[config.mk]
export PLATFORM = sky130hd
export DESIGN_NAME = imem_stream_loader
export DESIGN_NICKNAME = d
export VERILOG_FILES = /design/src/rtl/imem_stream_loader.sv
export SDC_FILE = /design/constraint.sdc
export NUM_CORES = 1
export LEC_CHECK = 0
export CAP_MARGIN = 20
export CORE_ASPECT_RATIO = 2
export CORE_MARGIN = 5
export CORE_UTILIZATION = 45
export CTS_BUF_LIST = sky130_fd_sc_hd__clkbuf_8
export CTS_CLUSTER_SIZE = 30
export DETAILED_ROUTE_END_ITERATION = 16
export PLACE_DENSITY = 0.68
export SYNTH_ARGS = -nofsm -noshare
export SYNTH_HDL_FRONTEND = slang
export SYNTH_SLANG_ARGS = --single-unit
[constraint.sdc]
create_clock -name clock -period 2.6 [get_ports clock]
set_clock_uncertainty 0.15 [all_clocks]
set_input_delay 0.52 -clock clock [delete_from_list [all_inputs] [get_ports clock]]
set_output_delay 0.52 -clock clock [all_outputs]
set_load 0.005 [all_outputs]
[src/rtl/imem_stream_loader.sv]
// rtl/imem_stream_loader.sv - byte-stream boot loader for instruction memory
// Assembles streamed bytes (first byte = bits 31:24) into 32-bit words and
// writes them to consecutive instruction-memory addresses starting at 0,
// holding the processor until the whole program has been written.
// Ports:
//   clock, reset               system clock, synchronous active-high reset
//   start, load_len            begin a load of load_len words (1..DEPTH)
//   byte_in, byte_valid,
//   byte_ready                 input byte stream handshake
//   imem_we, imem_addr,
//   imem_wdata                 instruction-memory write port
//   cpu_hold, done, error      processor hold, load complete, load aborted
module imem_stream_loader #(
   parameter int ADDR_W  = 10,
   parameter int DEPTH   = 1024,
   parameter int TIMEOUT = 1000
) (
   input  logic              clock,
   input  logic              reset,
   input  logic              start,
   input  logic [ADDR_W:0]   load_len,
   input  logic [7:0]        byte_in,
   input  logic              byte_valid,
   output logic              byte_ready,
   output logic              imem_we,
   output logic [ADDR_W-1:0] imem_addr,
   output logic [31:0]       imem_wdata,
   output logic              cpu_hold,
   output logic              done,
   output logic              error
);

   localparam int              TW       = $clog2(TIMEOUT + 1);
   localparam logic [ADDR_W:0] DEPTH_L  = (ADDR_W + 1)'(DEPTH);
   localparam logic [ADDR_W:0] ONE      = (ADDR_W + 1)'(1);
   localparam logic [TW-1:0]   TMO_LAST = TW'(TIMEOUT - 1);

   typedef enum logic [2:0] {IDLE, LOAD, WRITE_LAST, DONE, ERROR} state_t;

   state_t          state, state_nx;
   logic [ADDR_W:0] len;
   logic [ADDR_W:0] word_idx;     // one bit wider so a DEPTH-word load never wraps
   logic [1:0]      byte_cnt;
   logic [TW-1:0]   tmo;
   logic [23:0]     shift;        // first three bytes; the fourth comes straight from byte_in
   logic            xfer;
   logic            len_ok;
   logic            last_word;
   logic            load_begin;

   assign xfer       = byte_valid && (state == LOAD);
   assign len_ok     = (load_len != '0) && (load_len <= DEPTH_L);
   assign last_word  = (word_idx == len - ONE);
   assign load_begin = (state != LOAD) && (state_nx == LOAD);

   always_ff @(posedge clock) begin
      if (reset) begin
         state <= IDLE;
      end else begin
         state <= state_nx;
      end
   end

   always_comb begin
      state_nx   = state;
      byte_ready = 1'b0;
      done       = 1'b0;
      error      = 1'b0;
      cpu_hold   = 1'b1;
      case (state)
         IDLE: begin
            if (start) state_nx = len_ok ? LOAD : ERROR;
         end
         LOAD: begin
            byte_ready = 1'b1;
            if (xfer && (byte_cnt == 2'd3) && last_word) begin
               state_nx = WRITE_LAST;
            end else if (!xfer && (tmo == TMO_LAST)) begin
               state_nx = ERROR;
            end
         end
         WRITE_LAST: begin
            state_nx = DONE;
         end
         DONE: begin
            done     = 1'b1;
            cpu_hold = 1'b0;
            if (start) state_nx = len_ok ? LOAD : ERROR;
         end
         ERROR: begin
            error = 1'b1;
            if (start) state_nx = len_ok ? LOAD : ERROR;
         end
         default: state_nx = IDLE;
      endcase
   end

   // The write strobe is registered: the 4th-byte transfer sets it for exactly
   // the following cycle, which for the final word is the WRITE_LAST cycle.
   always_ff @(posedge clock) begin
      if (reset) begin
         len        <= '0;
         word_idx   <= '0;
         byte_cnt   <= '0;
         tmo        <= '0;
         shift      <= '0;
         imem_we    <= 1'b0;
         imem_addr  <= '0;
         imem_wdata <= '0;
      end else begin
         imem_we <= 1'b0;
         if (load_begin) begin
            len      <= load_len;
            word_idx <= '0;
            byte_cnt <= '0;
            tmo      <= '0;
         end else if (state == LOAD) begin
            if (xfer) begin
               shift    <= {shift[15:0], byte_in};
               byte_cnt <= byte_cnt + 2'd1;
               tmo      <= '0;
               if (byte_cnt == 2'd3) begin
                  imem_we    <= 1'b1;
                  imem_addr  <= word_idx[ADDR_W-1:0];
                  imem_wdata <= {shift, byte_in};
                  word_idx   <= word_idx + ONE;
               end
            end else begin
               tmo <= tmo + TW'(1);
            end
         end
      end
   end

endmodule

==> flow_metrics.env <==
export IMPL_postCtsHoldBufs=0
export IMPL_num_nets_final=626
export IMPL_wl_um=10600
export IMPL_syn_cell_area_sq_mm=0.00430
export IMPL_critPathKind="reg2out"
export IMPL_area_delta_synth_final_pct=23.8
export IMPL_synth_seq_cells=104
export IMPL_ys_top_cells_by_count="nand2_1, dfxtp_1, a21oi_1"
export IMPL_hold_path_class="reg2reg"
export IMPL_hpwl_um=7730
export IMPL_synth_main_ff_cell="dfxtp_1"
export IMPL_ys_top_cells_by_area="dfxtp_1, nand2_1, a21oi_1"
export IMPL_grt_pass1_vias=3684
export IMPL_synth_top_area_cell="dfxtp_1"
export IMPL_cp_num_buf_inv=2
export IMPL_clockRootBuffer="clkbuf_8"
export IMPL_clk_insertion_delay_late_ns=0.36
export IMPL_ant_nets=0
export IMPL_core_sq_mm=0.00938
export IMPL_grt_pass1_wl_um=17800
export IMPL_grt_usage_pct=18.9
export IMPL_crit_family="buffers and inverters"
export IMPL_end_kind="primary output"
export IMPL_ff_latch_area_sq_mm=0.00208
export IMPL_antenna_found_initial=0
export IMPL_cts_sinks=104
export IMPL_drive_above_1_share_pct=6.13
export IMPL_p_leak_uw=0.00188
export IMPL_synth_top_cell_area_share_pct=48.4
export IMPL_dp_cells=692
export IMPL_cp_slowest_cell="clkdlybuf4s50_1"
export IMPL_slew_headroom_pct=68.4
export IMPL_clkTransAtPathRegs_ns=0.09
export IMPL_die_h_um=148
export IMPL_cts_tree="done"
export IMPL_fmax_mhz=398
export IMPL_io_pins=70
export IMPL_crit_arrival_ns=1.84
export IMPL_wl_per_cell_um=14.9
export IMPL_setup_ws_ns=0.0895
export IMPL_cp_start_kind="flip-flop"
export IMPL_antenna_cells=0
export IMPL_die_area_sq_mm=0.0117
export IMPL_syn_num_nets=566
export IMPL_synth_distinct_cells=44
export IMPL_synth_most_common_cell="nand2_1"
export IMPL_critPathMaxFanout=10
export IMPL_via_per_inst=5.27
export IMPL_vias=3730
export IMPL_grt_overflow=0
export IMPL_avgSynthCellArea_sq_um=7.99
export IMPL_drv_slew=0
export IMPL_first_iter_violations=152
export IMPL_instances_no_fill=708
export IMPL_yosys_warnings=0
export IMPL_numCtsBuffers=9
export IMPL_ir_drop_v=0.000404
export IMPL_synthArstFlopShare_pct=0
export IMPL_synth_edf_count=0
export IMPL_multi_input_area_sq_mm=0.00204
export IMPL_start_util_pct=45.9
export IMPL_fin_crit_ns=2.51
export IMPL_status="complete, no violations"
export IMPL_drtPass1Iterations=4
export IMPL_crit_path_max_incr_delay_ns=0.52
export IMPL_synth_cells=539
export IMPL_ys_seq_area_share_pct=48.4
export IMPL_grt_max_degree=82
export IMPL_crit_required_ns=1.93
export IMPL_rows=50
export IMPL_n_fill_cell=894
export IMPL_routabilityCongestion=0.935
export IMPL_power_density_mw_per_mm2=556
export IMPL_setup_viol=0
export IMPL_io_buffers=69
export IMPL_htree_levels=3
export IMPL_cp_cell_sequence="or3b_4 > inv_4 > clkdlybuf4s50_1"
export IMPL_cts_buffer_depth=2
export IMPL_max_cap_violations=0
export IMPL_finalHoldViolCount=0
export IMPL_worst_pin_slew_ns=0.471
export IMPL_fin_crit_sh_pct=96.6
export IMPL_dieWidth_um=79.2
export IMPL_rsz0062_at_grt="no"
export IMPL_drc=0
export IMPL_pre_cts_ws_ns=-0.154
-- layout by cell type, fill, tap and decap left out, types with 2 or more instances in the layout --
master and count:
nand2_1 152, dfxtp_1 104, a21oi_1 81, clkdlybuf4s50_1 68, nor2_1 39, xnor2_1 18, buf_4 14, xor2_1 13
inv_1 11, mux2i_1 10, clkbuf_8 10, nand4_1 8, o21ai_0 7, nor3_1 6, or3_1 6, nand3_1 5
nand2b_1 4, ha_1 4, and3_1 3, o211ai_1 3, nor4_1 3, nor2b_1 2, and2_1 2, or4_1 2
o21a_1 2, o2111ai_1 2, a211o_1 2, bufinv_16 2
-- timing repair --
action                     in CTS  in global routing
setup endpoints to repair       1                  0
gates resized for setup         2                  0
hold endpoints to repair        0                  0
buffers inserted                0                  0
-- power by group --
part	leakage [uW]	switching [uW]	total (uW)	internal [uW]
registers	0.000839	18.0	1630	1610
clock network	0.000121	534	1100	567
logic	0.000915	124	235	110
-- final timing paths --
kind | slack, ns | startpoint | end | cells past startpoint
worst max-delay path | 0.09 | state[0] | byte_ready | 3
worst min-delay path | 0.30 | shift[23] | imem_wdata[31] | 2
worst max register to register | 0.24 | len[3] | state[0] | 6
worst min register to register | 0.30 | shift[23] | imem_wdata[31] | 2
-- registers in the layout (all words and copies together) (netlist names) --
signal,count
imem_wdata,32
shift,24
len,11
word_idx,11
imem_addr,10
tmo,10
state,3
byte_cnt,2
imem_we,1
-- area by class of cell --
class                   instances  area share (%)
clock inverters                 6            1.57
well taps                     104            2.44
multi-input cells             390            38.3
clock buffers                  10            2.58
repair buffers                 84            15.2
flip-flops and latches        104            39.1
inverters                      10           0.752
-- worst register-to-register path, stage by stage, from the launching register on --
cell and delay, ns:
dfxtp_1 0.32, or4_1 0.67, xor2_1 0.22, o31ai_1 0.26
o2111ai_1 0.14, a211o_1 0.32, and4b_1 0.18
-- through the flow --
step                      total power (uW)  setup TNS (ns)  utilization (%)  hold slack (ns)  instance area [sq um]
after floorplan                       1810               0                -            0.282                   4300
after global placement                1890           -1.77             54.3            0.290                   5100
after detailed placement              1900           -2.54             54.3            0.298                   5100
after CTS                             3000               0             56.8            0.312                   5330
after global routing                  3090               0             56.8            0.329                   5330
final                                 2960               0             56.8            0.304                   5330
-- per-layer routing --
layer	GRT usage [%]	part of all wire, %
met1	20.4	38
met2	35.8	57
met3	3.27	3.0
met4	7.31	2.2
met5	0	0
-- cell families (layout without fill, tap and decap cells) --
kind of cell | Yosys count | after routing | synth area share [%]
compound gates | 104 | 104 | 13.4
xor+xnor | 31 | 31 | 6.31
fa+ha+maj | 4 | 4 | 1.16
buf+inv | 45 | 110 | 4.24
flops | 104 | 104 | 48.4
mux | 10 | 10 | 2.33
simple gates | 241 | 241 | 24.2
No activity file was read; power rests on OpenSTA's default activity.
==> patch, RTL diff (same settings) <==
Change the parameter `TIMEOUT` from 1000 to 2000.
--- a/src/rtl/imem_stream_loader.sv
+++ b/src/rtl/imem_stream_loader.sv
@@ -15,3 +15,3 @@
    parameter int DEPTH   = 1024,
-   parameter int TIMEOUT = 1000
+   parameter int TIMEOUT = 2000
 ) (
Check against the original RTL: no difference found for any inputs over 4 cycles, from zero or initial values and one cycle with reset high; that may be too few to reach the edited logic, so the function may still have changed.
==> patch against the original RTL <==
Routed wire length down 2.8%; clock power up 5%; final area up 2.0%; sequential cell count up 1; area after synthesis up 0.84%; hold slack better by 0.0034 ns; worst setup slack worse by 0.018 ns; total power up 2.7%; final cell count up 1.3%; critical path type unchanged.
==> patch: results (changes against the original RTL) <==
<table>
<tr><th>Metric</th><th>Value</th></tr>
<tr><th colspan="2">Yosys</th></tr>
<tr><td>Synthesized netlist net count</td><td>569 (+0.53%)</td></tr>
<tr><td>Post-synthesis share of cell area spent on full adders, half adders and majority gates</td><td>1.15% (-0.0097 points)</td></tr>
<tr><td>Share of the synthesized area in compound gates (AO/OA/AOI/OAI)</td><td>12.0% (-1.4 points)</td></tr>
<tr><td>Post-synthesis xor/xnor area fraction</td><td>6.05% (-0.25 points)</td></tr>
<tr><td>Most common library cells after synthesis</td><td>147 x sky130_fd_sc_hd__nand2_1, 105 x sky130_fd_sc_hd__dfxtp_1, 72 x sky130_fd_sc_hd__a21oi_1</td></tr>
<tr><td>Fraction of the yosys area taken by sequential cells</td><td>48.4% (+0.057 points)</td></tr>
<tr><td>Multiplexer share of the synthesized area</td><td>2.77% (+0.44 points)</td></tr>
<tr><td>Instance count of the mapped netlist</td><td>542 (+0.56%)</td></tr>
<tr><td>Share of the synthesized area in the top cell type</td><td>48.4% (+0.057 points)</td></tr>
<tr><th colspan="2">Hold path</th></tr>
<tr><td>Min-Delay Startpoint</td><td>imem_wdata[25]$_SDFFE_PP0P_</td></tr>
<tr><th colspan="2">Place</th></tr>
<tr><td>Last weighted congestion value of the routability-driven placer</td><td>0.829 (-11%)</td></tr>
<tr><td>Total cell area at the placement stage</td><td>0.00519 mm2 (+1.7%)</td></tr>
<tr><td>HPWL after detailed placement</td><td>7.46 mm (-3.4%)</td></tr>
<tr><td># placed instances</td><td>701 (+1.3%)</td></tr>
<tr><th colspan="2">Route</th></tr>
<tr><td>Routed length on met1</td><td>3.84 mm (-4.5%)</td></tr>
<tr><td>Wire length per cell after detailed routing</td><td>14.3 um (-4.0%)</td></tr>
<tr><td>Initial drt markers</td><td>157 (+3.3%)</td></tr>
<tr><td>Metal2 WL</td><td>5.91 mm (-1.1%)</td></tr>
<tr><td>Number of vias per cell</td><td>5.33 (+1.1%)</td></tr>
<tr><th colspan="2">Finish</th></tr>
<tr><td>Layout cells sized above 1</td><td>7.67% (+1.5 points)</td></tr>
<tr><td>Number of nets at the end of the flow</td><td>635 (+1.4%)</td></tr>
<tr><td>Number of standard cells in the final layout excluding fillers</td><td>717 (+1.3%)</td></tr>
<tr><th colspan="2">Setup path</th></tr>
<tr><td>Worst setup slack for register-to-register paths</td><td>0.11 ns (-0.13 ns)</td></tr>
<tr><td>Worst-path maximum fanout</td><td>6 (-4)</td></tr>
<tr><td>Critical path startpoint</td><td>state[2]$_SDFF_PP0_</td></tr>
<tr><td>Worst Path Arrival</td><td>1.86 ns (+0.02 ns)</td></tr>
<tr><th colspan="2">Power and ir drop</th></tr>
<tr><td>Largest vdd supply drop</td><td>0.000533 V (+32%)</td></tr>
<tr><th colspan="2">Outcome</th></tr>
<tr><td>Status</td><td>finished clean</td></tr>
<tr><th colspan="2">GRT</th></tr>
<tr><td>Via count of the first global-routing pass</td><td>3672 (-0.33%)</td></tr>
</table>
-- patch: cell types whose count changed in the layout (fill, tap and decap cells not counted), moves of 3 or more --
cell | unedited run | this run
sky130_fd_sc_hd__buf_4 | 14 | 18
sky130_fd_sc_hd__nor2_1 | 39 | 54
sky130_fd_sc_hd__or3_1 | 6 | 2
sky130_fd_sc_hd__nand3_1 | 5 | 11
sky130_fd_sc_hd__nand2_1 | 152 | 147
sky130_fd_sc_hd__a21oi_1 | 81 | 72
sky130_fd_sc_hd__nor3_1 | 6 | 3
sky130_fd_sc_hd__inv_1 | 11 | 5
-- patch: layout make-up --
cell class,count,area (um2),area share (%)
Clock buffer,11,151,2.79
Tap cell,104,130,2.40
Timing Repair Buffer,89,861,15.8
Inverter,6,22.5,0.415
Sequential cell,105,2100,38.7
Clock inverter,5,85.1,1.57
Multi-Input combinational cell,397,2080,38.3
-- patch: cell families after synthesis --
| group | after synthesis |
|---|---|
| compound gates | 94 |
| xor+xnor | 30 |
| fa+ha+maj | 4 |
| buf+inv | 40 |
| flops | 105 |
| mux | 12 |
| simple gates | 257 |
-- patch: worst min path at each step --
stage,to,depth (start not counted)
final,imem_wdata[25]$_SDFFE_PP0P_,2
after global routing,imem_wdata[12]$_SDFFE_PP0P_,2
after CTS,imem_wdata[31]$_SDFFE_PP0P_,2
after detailed placement,imem_wdata[28]$_SDFFE_PP0P_,2
after global placement,imem_wdata[24]$_SDFFE_PP0P_,2
after floorplan,imem_wdata[24]$_SDFFE_PP0P_,2
-- patch: stage by stage --
step           setup WS, ns  TNS [ns]  hold WS [ns]
6_report             0.0719         0         0.307
2_1_floorplan         0.264         0         0.282
3_5_place_dp        -0.0944     -1.64         0.296
3_3_place_gp        -0.0239    -0.197         0.289
5_1_grt            -0.00370  -0.00370         0.334
4_1_cts              0.0462         0         0.309
-- patch: metal layers --
metal  vias up  track usage, %
met5         -               0
met1      1787            17.9
met3        15            3.14
met4         0            7.31
li1       1933               -
met2        85            34.8
-- patch: critical path: stages, from the launching register on --
cell and delay (ns):
sky130_fd_sc_hd__dfxtp_1 0.37, sky130_fd_sc_hd__or3b_1 0.40, sky130_fd_sc_hd__inv_2 0.07, sky130_fd_sc_hd__buf_4 0.13
sky130_fd_sc_hd__clkdlybuf4s50_1 0.52
-- patch: repair_timing --
item                                    in CTS  in global routing
setup buffers                                0                  0
hold buffers                                 0                  0
endpoints found under the setup margin       1                  1
gates resized for setup                      1                  2
-- patch: where the power goes --
| part | internal (W) | switching [W] | total [W] |
|---|---|---|---|
| sequential | 0.00162 | 0.0000171 | 0.00164 |
| combinational | 0.000113 | 0.000126 | 0.000240 |
| clock | 0.000600 | 0.000559 | 0.00116 |
